`src/rtl/fast_to_slow_fifo_pkg.sv`:
```
// Shared helpers for the fast-to-slow FIFO slice.
package fast_to_slow_fifo_pkg;

    function automatic bit is_pow2(input int n);
        return (n >= 2) && ((n & (n - 1)) == 0);
    endfunction

endpackage

```
`src/rtl/fast_to_slow_fifo_store.sv`:
```
// Storage array for fast_to_slow_fifo: one synchronous write port, one combinational read port.
module fast_to_slow_fifo_store #(
    parameter int width  = 8,
    parameter int depth  = 4,
    parameter int awidth = 2
) (
    input  logic              CLK,
    input  logic              we,
    input  logic [awidth-1:0] waddr,
    input  logic [width-1:0]  wdata,
    input  logic [awidth-1:0] raddr,
    output logic [width-1:0]  rdata
);

    logic [width-1:0] mem [depth];

    always_ff @(posedge CLK) begin
        if (we) begin
            mem[waddr] <= wdata;
        end
    end

    assign rdata = mem[raddr];

endmodule

```
`src/rtl/fast_to_slow_fifo.sv`:
```
// Fast-clocked ring FIFO whose slow-facing view (D_OUT/EMPTY_N) only moves on PREEDGE-qualified edges.
module fast_to_slow_fifo
    import fast_to_slow_fifo_pkg::*;
#(
    parameter int width  = 8,
    parameter int depth  = 4,
    parameter int awidth = 2
) (
    input  logic             CLK,
    input  logic             RST,
    input  logic             PREEDGE,
    input  logic             ENQ,
    input  logic [width-1:0] D_IN,
    output logic             FULL_N,
    input  logic             DEQ,
    output logic [width-1:0] D_OUT,
    output logic             EMPTY_N
);

    if (width < 1 || !is_pow2(depth) || awidth != $clog2(depth)) begin : g_bad_params
        $fatal(1, "fast_to_slow_fifo: need width>=1, depth a power of two >=2, awidth=log2(depth)");
    end

    localparam logic [awidth:0] DEPTH_C = (awidth + 1)'(depth);

    logic [awidth-1:0] rd_ptr;
    logic [awidth-1:0] wr_ptr;
    logic [awidth-1:0] rd_addr;
    logic [awidth:0]   count;
    logic [awidth:0]   count_next;
    logic [awidth:0]   rem;
    logic [width-1:0]  head;
    logic              push;
    logic              pop;

    assign FULL_N  = (count != DEPTH_C);
    assign push    = ENQ && FULL_N;
    assign pop     = PREEDGE && DEQ && EMPTY_N;
    // Look one entry ahead on a pop so the view lands on the new head at the same edge.
    assign rd_addr = rd_ptr + awidth'(pop);

    always_comb begin
        count_next = count + (awidth + 1)'(push) - (awidth + 1)'(pop);
        rem        = count - (awidth + 1)'(pop);
    end

    fast_to_slow_fifo_store #(
        .width  (width),
        .depth  (depth),
        .awidth (awidth)
    ) u_store (
        .CLK   (CLK),
        .we    (push),
        .waddr (wr_ptr),
        .wdata (D_IN),
        .raddr (rd_addr),
        .rdata (head)
    );

    always_ff @(posedge CLK or negedge RST) begin
        if (!RST) begin
            count  <= '0;
            rd_ptr <= '0;
            wr_ptr <= '0;
        end else begin
            count <= count_next;
            if (push) begin
                wr_ptr <= wr_ptr + awidth'(1);
            end
            if (pop) begin
                rd_ptr <= rd_ptr + awidth'(1);
            end
        end
    end

    // An empty FIFO shows a same-cycle push directly, since storage is written only at this edge.
    always_ff @(posedge CLK or negedge RST) begin
        if (!RST) begin
            EMPTY_N <= 1'b0;
            D_OUT   <= '0;
        end else if (PREEDGE) begin
            if (rem != '0) begin
                EMPTY_N <= 1'b1;
                D_OUT   <= head;
            end else if (push) begin
                EMPTY_N <= 1'b1;
                D_OUT   <= D_IN;
            end else begin
                EMPTY_N <= 1'b0;
            end
        end
    end

endmodule

```
`config.mk`:
```
export PLATFORM = sky130hd
export DESIGN_NAME = fast_to_slow_fifo
export DESIGN_NICKNAME = d
export VERILOG_FILES = /design/src/rtl/fast_to_slow_fifo_pkg.sv /design/src/rtl/fast_to_slow_fifo_store.sv /design/src/rtl/fast_to_slow_fifo.sv
export SDC_FILE = /design/constraint.sdc
export NUM_CORES = 1
export LEC_CHECK = 0
export BUFFER_PORTS_ARGS = -buffer_cell sky130_fd_sc_hd__buf_2
export CAP_MARGIN = 5
export CORE_MARGIN = 2
export CORE_UTILIZATION = 45
export DETAILED_ROUTE_END_ITERATION = 8
export SETUP_SLACK_MARGIN = 0.02
export SYNTH_ARGS = -nofsm -noshare
export SYNTH_HDL_FRONTEND = slang
export SYNTH_SLANG_ARGS = --single-unit
```
`constraint.sdc`:
```
create_clock -name CLK -period 5.5 [get_ports CLK]
set_input_delay 1.1 -clock CLK [delete_from_list [all_inputs] [get_ports CLK]]
set_output_delay 1.1 -clock CLK [all_outputs]
set_load 0.01 [all_outputs]
```
# Word level (Yosys, flattened, before mapping)
# Memories as Yosys holds them, arrays and structs flattened.
# Cells that the tools add are included.
# op_classes
n_reduce_logical,6
add_sub_neg,6
n_mux,5
eq_ne,1
# op_table
operator,n
$mux 8,2
$sub 3x1->3,2
$add 2x1->2 const B,2
$add 3x1->3,1
$logic_and 1x1->1,3
$mux 1,3
$ne 3x3->1 const B,1
$reduce_bool 3->1,1
$add 2x1->2,1
$reduce_and 2->1,1
$reduce_bool 2->1,1
# word_totals
register_bits,16
input_bits,13
out_inout_bits,10
ram_bits,32
n_memories,1
# mem_list
name,words,word_bits,read_ports,rd_ports_with_merged_regs,wr,line,rtl
u_store.mem,4,8,1,0,1,fast_to_slow_fifo_store.sv:15,logic [width-1:0] mem [depth];

# Longest topological paths before layout
# Gate-level depths: netlist of the first run.
# depth
ltp_word,6
ltp_mapped,10

# By module
# Synthesis of the first run repeated with hierarchy kept, for this count alone.
# hier_totals
cells_unflattened,135
area_unflattened_um2,2160.8
# by_module_without_submodules
module,area_each_um2,cells_per_inst,instances,seq_area_each_um2
fast_to_slow_fifo_store,1188.6,46,1,960.9
fast_to_slow_fifo,972.2,89,1,400.4

# Worst setup path before layout of the first run
# Ideal clock, no wire load.
# synth_path
kind,input to register
from,input port DEQ
to,register count[2]
n_path_buf,1
t_required_ns,5.377
setup_time_ns,0.123
arrival_ns,2.472
slack_ns,2.906
cell_stages,10
path_cell_list,nand3_2 -> inv_2 -> buf_6 -> ha_1 -> inv_1 -> ha_1 -> inv_1 -> fa_1 -> xnor2_1 -> xnor2_1
# synth_via
elab_chain_cells,3
# synth_lines
item,line,rtl
start: declaration,fast_to_slow_fifo.sv:15,"input logic DEQ,"
$logic_and 1x1->1 (2 in series),fast_to_slow_fifo.sv:38,assign pop = PREEDGE && DEQ && EMPTY_N;
net pop,fast_to_slow_fifo.sv:34,logic pop;
$sub 3x1->3,fast_to_slow_fifo.sv:43,count_next = count + (awidth + 1)'(push) - (awidth + 1)'(pop);
net count_next[2],fast_to_slow_fifo.sv:30,logic [awidth:0] count_next;
end signal: assignment,fast_to_slow_fifo.sv:66,count <= count_next;
end: declaration,fast_to_slow_fifo.sv:29,logic [awidth:0] count;
# The timed path passes the listed nets, and every way through them passes these cells.
# A chain may end at the register's enable or synchronous reset.

# Final worst setup path of the first run
# layout_path
from,input port PREEDGE
to,register count[2]
# layout_via
elab_chain_cells,3
# layout_lines
item,line,rtl
start: declaration,fast_to_slow_fifo.sv:11,"input logic PREEDGE,"
$logic_and 1x1->1 (2 in series),fast_to_slow_fifo.sv:38,
$sub 3x1->3,fast_to_slow_fifo.sv:43,
net count_next[2],fast_to_slow_fifo.sv:30,
# The timed path passes the listed nets, and every way through them passes these cells.

==> metrics.txt, run 1 <==
Logic pwr share roughly 38%; P_int approximately 0.00081 W; layout cells sized above 1 23.1%; Max Cap Viol 0; Fin Clk Skew approximately 3 ps; FP Rows 26; leak pwr about 0.9 nW; final setup vio count 0; first-pass detailed-route iteration total 4; First DRT Iteration DRCs approximately 150; #FFs+latches synth 48; DRC 0; worst skew pair latency between 200 and 300 ps; Top FF cell, synth edfxtp_1; initial antenna violation count 0; final net count between 200 and 250; Yosys cell types 39; H-tree Lvls 2; Die Ht between 70 and 80 um; Hold Path End count[2]; FF-to-FF path depth 9; Slew HR approximately 34%; ant diodes 0; Tmin final approximately 3200 ps; worst path required time 5690 ps; WHS Path Cells 1; Total Routing Usage GR between 10% and 20%; CTS Buffer Depth 2; Clk pwr share 15.3%; P_sw a little under 0.0005 W; Final TNS setup 0 ps; Net Sw Frac between 30% and 40%; CTS tree yes; part of the power in registers a little under half; routed len/inst about 19 um; post-CTS setup buffer count 0; GP Congestion between 0.8 and 0.9; Syn Inst Count about 180; CTS root buf clkbuf_8; Net Count, Synth slightly below 200; ys async rst share 33.3%; FF-to-FF setup slack roughly 2800 ps; maximum vdd drop around 0.00022 V; via count 1563; hold path startpoint count[2]; synthesis warning total 0; DR vias/cell around 5.9; sequential element share of the synthesized area between 50% and 60%; post-route ant nets 0; RSZ-0062 raised after global routing no; first-pass GRT wire length ~8500 um; Mean Syn Cell Area between 10 and 15 um^2; Worst Hold Class reg -> reg; Die ar. approximately 5800 um^2; FF-to-FF End count[2]; CP Class in -> reg; Worst Setup End Kind flop; CTS resizes 0; FF-to-FF Start EMPTY_N; Die Wd roughly 76 um; Initial Util between 40% and 50%; worst slew pin tran between 900 and 1000 ps; total clock sinks 48; count of hold-fix buffers inserted at cts 0; Startpoint Class primary input; TritonCTS buffer count 5; Top Ports 23; utilization after layout between 50% and 60%; Critical Path AT ~3300 ps; Power Total ~0.0013 W; Final Cycle Share between 50 and 60%; vias in the first global route 1648; Slew Viols, Final 0; Core Region just over 5000 um^2; area delta synth->final 8.72%; PwrDens a little over 500 nW/um^2; I/O Buffers 22; Post-synth EDFFs 32; Reg clk slew, reported paths roughly 80 ps; final hold viol count 0; Overflow after GRT 0; Detail Placement HPWL 3330 um; status finished, final reports clean; Post-Route WL roughly 5100 um; synthesized cell area 2340 um^2; Critical Path Fanout Max 24; largest net degree at the start of global routing 25; crit path from PREEDGE; Fmax achieved approximately 0.32 GHz
worst max-delay path, cell delays in order:
cell	delay, ps
buf_2	370
nand3_2	380
inv_2	320
ha_1	270
inv_1	50
ha_1	130
inv_1	50
fa_1	380
xnor2_1	150
xnor2_1	120
state kept, by name, indices dropped and copies added (netlist names):
register	flops
EMPTY_N	1
u_store.mem	32
rd_ptr	2
wr_ptr	2
count	3
D_OUT	8
cells in the final DEF (no fill, tap or decap), types with 7 or more instances in the layout:
cell type	n
edfxtp_1	32
buf_2	22
dfrtp_1	16
o221ai_1	15
a21oi_1	9
inv_1	8
mux2_2	8
nor2_1	8
a311o_1	7
o31ai_1	7
a22oi_1	7
o22ai_1	7
per-layer routing:
layer	global-route usage, %	up-vias	wire [um]
met2	30.0	45	2440
li1	-	735	-
met5	0	-	0
met3	3.79	14	253
met4	7.45	0	127
met1	26.1	769	2240
cell type report:
type | instances | area (um^2)
flip-flops and latches | 48 | 1360
fillers | 468 | 2530
well taps | 70 | 87.6
clock buffers | 6 | 72.6
repair buffers | 22 | 110
inverters | 10 | 37.5
clock inverters | 2 | 11.3
multi-input cells | 107 | 862
stage by stage:
stage               cells  hold WS [ps]  setup slack [ps]  cell area [um^2]
floorplan             177           477              2910              2340
global placement      257           492              2140              2460
detailed placement    257           509              2080              2460
CTS                   265           524              2400              2540
global route          265           547              2120              2540
finish                265           518              2350              2540
logic make-up after synthesis:
| logic type | Yosys count | share of synthesized area (%) |
|---|---|---|
| AO/OA/AOI/OAI | 59 | 19.8 |
| AND/OR/NAND/NOR | 27 | 6.90 |
| flip-flops | 48 | 58.2 |
| buffers and inverters | 22 | 4.92 |
| adder cells (fa/ha/maj) | 7 | 4.07 |
| XOR/XNOR | 6 | 2.25 |
| multiplexers | 8 | 3.85 |
power by group through the flow:
stage	clock network, W	logic (W)	registers [W]
5_1_grt	0.000219	0.000552	0.000619
2_1_floorplan	0	0.000395	0.000564
3_3_place_gp	0	0.000468	0.000603
6_report	0.000197	0.000486	0.000605
3_5_place_dp	0	0.000485	0.000611
4_1_cts	0.000205	0.000490	0.000604
synth_stat cells, drive strengths merged (2+ instances only):
| cell type | number | area [um^2] |
|---|---|---|
| a311o | 7 | 70.1 |
| buf | 11 | 73.8 |
| inv | 10 | 37.5 |
| nand2 | 5 | 26.3 |
| nand3 | 2 | 15.0 |
| xnor2 | 6 | 52.6 |
| dfrtp | 16 | 400 |
| o221ai | 16 | 146 |
| a21oi | 9 | 45.0 |
| a31o | 2 | 17.5 |
| edfxtp | 32 | 961 |
| a22oi | 7 | 52.6 |
| o31ai | 7 | 52.6 |
| ha | 6 | 75.1 |
| nor2 | 8 | 30.0 |
| and3 | 4 | 25.0 |
| o22ai | 7 | 43.8 |
| mux2 | 8 | 90.1 |
worst max path at each step:
stage / to / slack (ps) / cells past startpoint
after global placement: count[2] / 2140 / 10
after CTS: count[2] / 2400 / 10
final: count[2] / 2350 / 10
after floorplan: count[2] / 2910 / 10
after detailed placement: count[2] / 2080 / 10
after global routing: count[2] / 2120 / 10
No activity file was read; power rests on OpenSTA's default activity.
==> inputs of run 2 (changes only) <==
--- a/config.mk
+++ b/config.mk
@@ -5,6 +5,7 @@
 export SDC_FILE = /design/constraint.sdc
 export NUM_CORES = 1
 export LEC_CHECK = 0
+export ABC_AREA = 1
 export BUFFER_PORTS_ARGS = -buffer_cell sky130_fd_sc_hd__buf_2
 export CAP_MARGIN = 5
 export CORE_MARGIN = 2
==> constraint.sdc (replaced) <==
create_clock -name CLK -period 3.2 [get_ports CLK]
set_input_delay 0.64 -clock CLK [delete_from_list [all_inputs] [get_ports CLK]]
set_output_delay 0.64 -clock CLK [all_outputs]
set_load 0.01 [all_outputs]
==> run 2 against run 1 <==
Sequential power is 55% higher; clock power is 81% higher; critical path depth is 1 lower; clock skew is 5.8 ps higher; routed wire length is 15% lower; sequential cell count stayed put; non-clock buffer count is 1 higher; setup slack worse by 1000 ps; critical endpoint unchanged; largest power group unchanged; via count is 5.6% lower; power is 61% higher; combinational power is 59% higher; global-route usage is 1.4 points lower.
==> metrics.txt, run 2 <==
Post-synth EDFFs 32 (unchanged); Clk pwr share 17.2% (+1.9 points); Net Sw Frac 38.3% (+0.83 points); CTS root buf clkbuf_8; leak pwr 1.19 nW (+28%); Mean Syn Cell Area 10.0 um^2 (-24%); Die Wd 75.0 um (-1.5%); most common cell after layout, fill and taps aside nand2_1; first-pass detailed-route iteration total 4 (unchanged); Critical Path AT 2080 ps (-1260 ps); First DRT Iteration DRCs 103 (-32%); most frequent cells in the layout 48 x nand2_1, 38 x inv_1, 32 x nand3_1, 32 x edfxtp_1, 23 x nor2_1; CTS Buffer Depth 2 (unchanged); CP Class reg -> reg; count of hold-fix buffers inserted at cts 0 (unchanged); Fin Clk Skew 8.75 ps (+5.80 ps); Fmax achieved about 0.53 GHz; Worst Hold Class in -> async; max FFs per register 32 (unchanged); FF-to-FF setup slack 1300 ps (-1540 ps); post-route ant nets 0 (unchanged); TritonCTS buffer count 5 (unchanged); Largest regs u_store.mem (32), D_OUT (8), count (3); Net Count, Synth 246 (+25%); Syn Inst Count 226 (+28%); Power Total 0.00207 W (+61%); Final Cycle Share roughly three fifths; largest cells by area after synthesis edfxtp_1 42%, dfrtp_1 18%, nand2_1 8.0%, nand3_1 7.1%, inv_1 6.3%; initial antenna violation count 0 (unchanged); via count 1475 (-5.6%); vias in the first global route 1357 (-18%); RSZ-0062 raised after global routing no; largest net degree at the start of global routing 18 (-28%); filler cell count in the final layout 452 (-3.4%); Detail Placement HPWL 2690 um (-19%); post-synth top area cell edfxtp_1; area delta synth->final 10.9%; Core Region 4790 um^2 (-5.7%); synthesis warning total 0 (unchanged); FF-to-FF Start count[1]; ant diodes 0 (unchanged); FF-to-FF path depth 9 (unchanged); worst slew pin tran 807 ps (-188 ps); Critical Path Fanout Max 9 (-63%); most frequent cell after synthesis nand2_1; Worst Setup End Kind flop; FP Rows 25 (-3.8%); DR vias/cell 4.62 (-22%); post-synth top area share 42.4% (+1.3 points); Overflow after GRT 0 (unchanged); Slew Viols, Final 0 (unchanged); Total Routing Usage GR 17.6% (-1.4 points); Max Cap Viol 0 (unchanged); part of the power in registers 45.4% (-1.6 points); I/O Buffers 22 (unchanged); Yosys cell types 23 (-41%); Top FF cell, synth edfxtp_1; GP Congestion 0.713 (-12%); status finished, final reports clean; Die ar. 5620 um^2 (-2.9%); Logic pwr share 37.4% (-0.4 points); synthesized cell area 2270 um^2 (-3.1%); Final TNS setup 0 ps (unchanged); maximum vdd drop 0.000515 V (+140%); worst skew pair latency 300 ps (about the same); final setup vio count 0 (unchanged); post-CTS setup buffer count 0 (unchanged); sequential element share of the synthesized area 60.1% (+1.9 points); Post-Route WL 4290 um (-15%); FF-to-FF End count[2]; Initial Util 47.3% (+1.3 points); H-tree Lvls 2 (unchanged); Die Ht 75.0 um (-1.5%); total clock sinks 48 (unchanged); first-pass GRT wire length 6980 um (-18%); synth cell count leaders 48 x nand2_1, 38 x inv_1, 32 x edfxtp_1, 32 x nand3_1, 23 x nor2_1; CTS tree yes; CTS resizes 0 (unchanged); Startpoint Class flop; Top Ports 23 (unchanged); Tmin final between 1500 and 2000 ps; P_sw 0.000792 W (+64%); layout cells sized above 1 16.7% (-6.4 points); PwrDens 823 nW/um^2 (+62%); P_int 0.00128 W (+58%); worst path required time 3390 ps (-2300 ps); routed len/inst 13.4 um (-30%); ys async rst share 33.3% (unchanged); Largest Register u_store.mem; #FFs+latches synth 48 (unchanged); final hold viol count 0 (unchanged); DRC 0 (unchanged); Reg clk slew, reported paths 90 ps (about the same); Slew HR 46.0% (+12 points); final net count 271 (+27%)
[run 2: changes by cell type in the layout (fill, tap and decap cells not counted), sizes merged, moves of 16 or more]
cell / previous run / this run
nand2: 5 / 54
nor2: 8 / 24
o221ai: 16 / 0
inv: 10 / 39
nand3: 2 / 34
[run 2: per-layer routing]
metal  part of all wire [%]  vias to the layer above  track usage [%]
met3                    3.6                        2             4.02
li1                       -                      769                -
met5                      0                        -                0
met4                   0.51                        0             4.76
met2                     48                       30             28.5
met1                     48                      674             24.1
[run 2: final cells by class]
type	instances	area, um^2	share of cell area [%]
Multi-Input combinational cell	134	716	28.5
Inverter	39	146	5.83
Clock buffer	5	68.8	2.74
Clock inverter	3	18.8	0.747
Sequential cell	48	1360	54.2
Timing Repair Buffer	23	118	4.68
Tap cell	67	83.8	3.34
[run 2: cell families (layout without fill, tap and decap cells)]
kind of cell	after synthesis	after routing	synth area share, %
compound gates	2	2	0.441
xor+xnor	3	3	1.16
fa+ha+maj	7	7	4.20
buf+inv	44	70	8.34
flops	48	48	60.1
simple gates	122	122	25.8
[run 2: metrics by stage]
stage | cells | hold slack [ps] | utilization (%) | worst slack, ps | cell area [um^2]
CTS | 319 | 265 | 52.5 | 1290 | 2510
detailed placement | 311 | 460 | 50.7 | 1130 | 2420
global route | 319 | 280 | 52.5 | 1180 | 2510
global placement | 311 | 459 | 50.7 | 1170 | 2420
floorplan | 226 | 344 | - | 1340 | 2270
finish | 319 | 250 | 52.5 | 1300 | 2510
[run 2: worst max path at each step]
stage          cells past startpoint       end      from  slack (ps)
6_report                           9  count[2]  count[1]        1300
3_3_place_gp                       9  count[2]   PREEDGE        1170
3_5_place_dp                       9  count[2]   PREEDGE        1130
2_1_floorplan                      7  count[2]       ENQ        1340
5_1_grt                            9  count[2]  count[1]        1180
4_1_cts                            9  count[2]  count[1]        1290
[run 2: critical path: stages (launching register included)]
cell and delay, ps:
dfrtp_1 460, nor2_1 110, nand2_1 80, nand2_2 160, ha_1 250, inv_1 50
ha_1 130, inv_1 40, fa_1 370, xnor2_1 140
[run 2: power by group through the flow]
stage / clock network (W) / registers [W] / logic [W]
final: 0.000357 / 0.000938 / 0.000773
after global routing: 0.000391 / 0.000960 / 0.000891
after CTS: 0.000365 / 0.000940 / 0.000785
after detailed placement: 0 / 0.000952 / 0.000783
after global placement: 0 / 0.000950 / 0.000775
after floorplan: 0 / 0.000964 / 0.000560
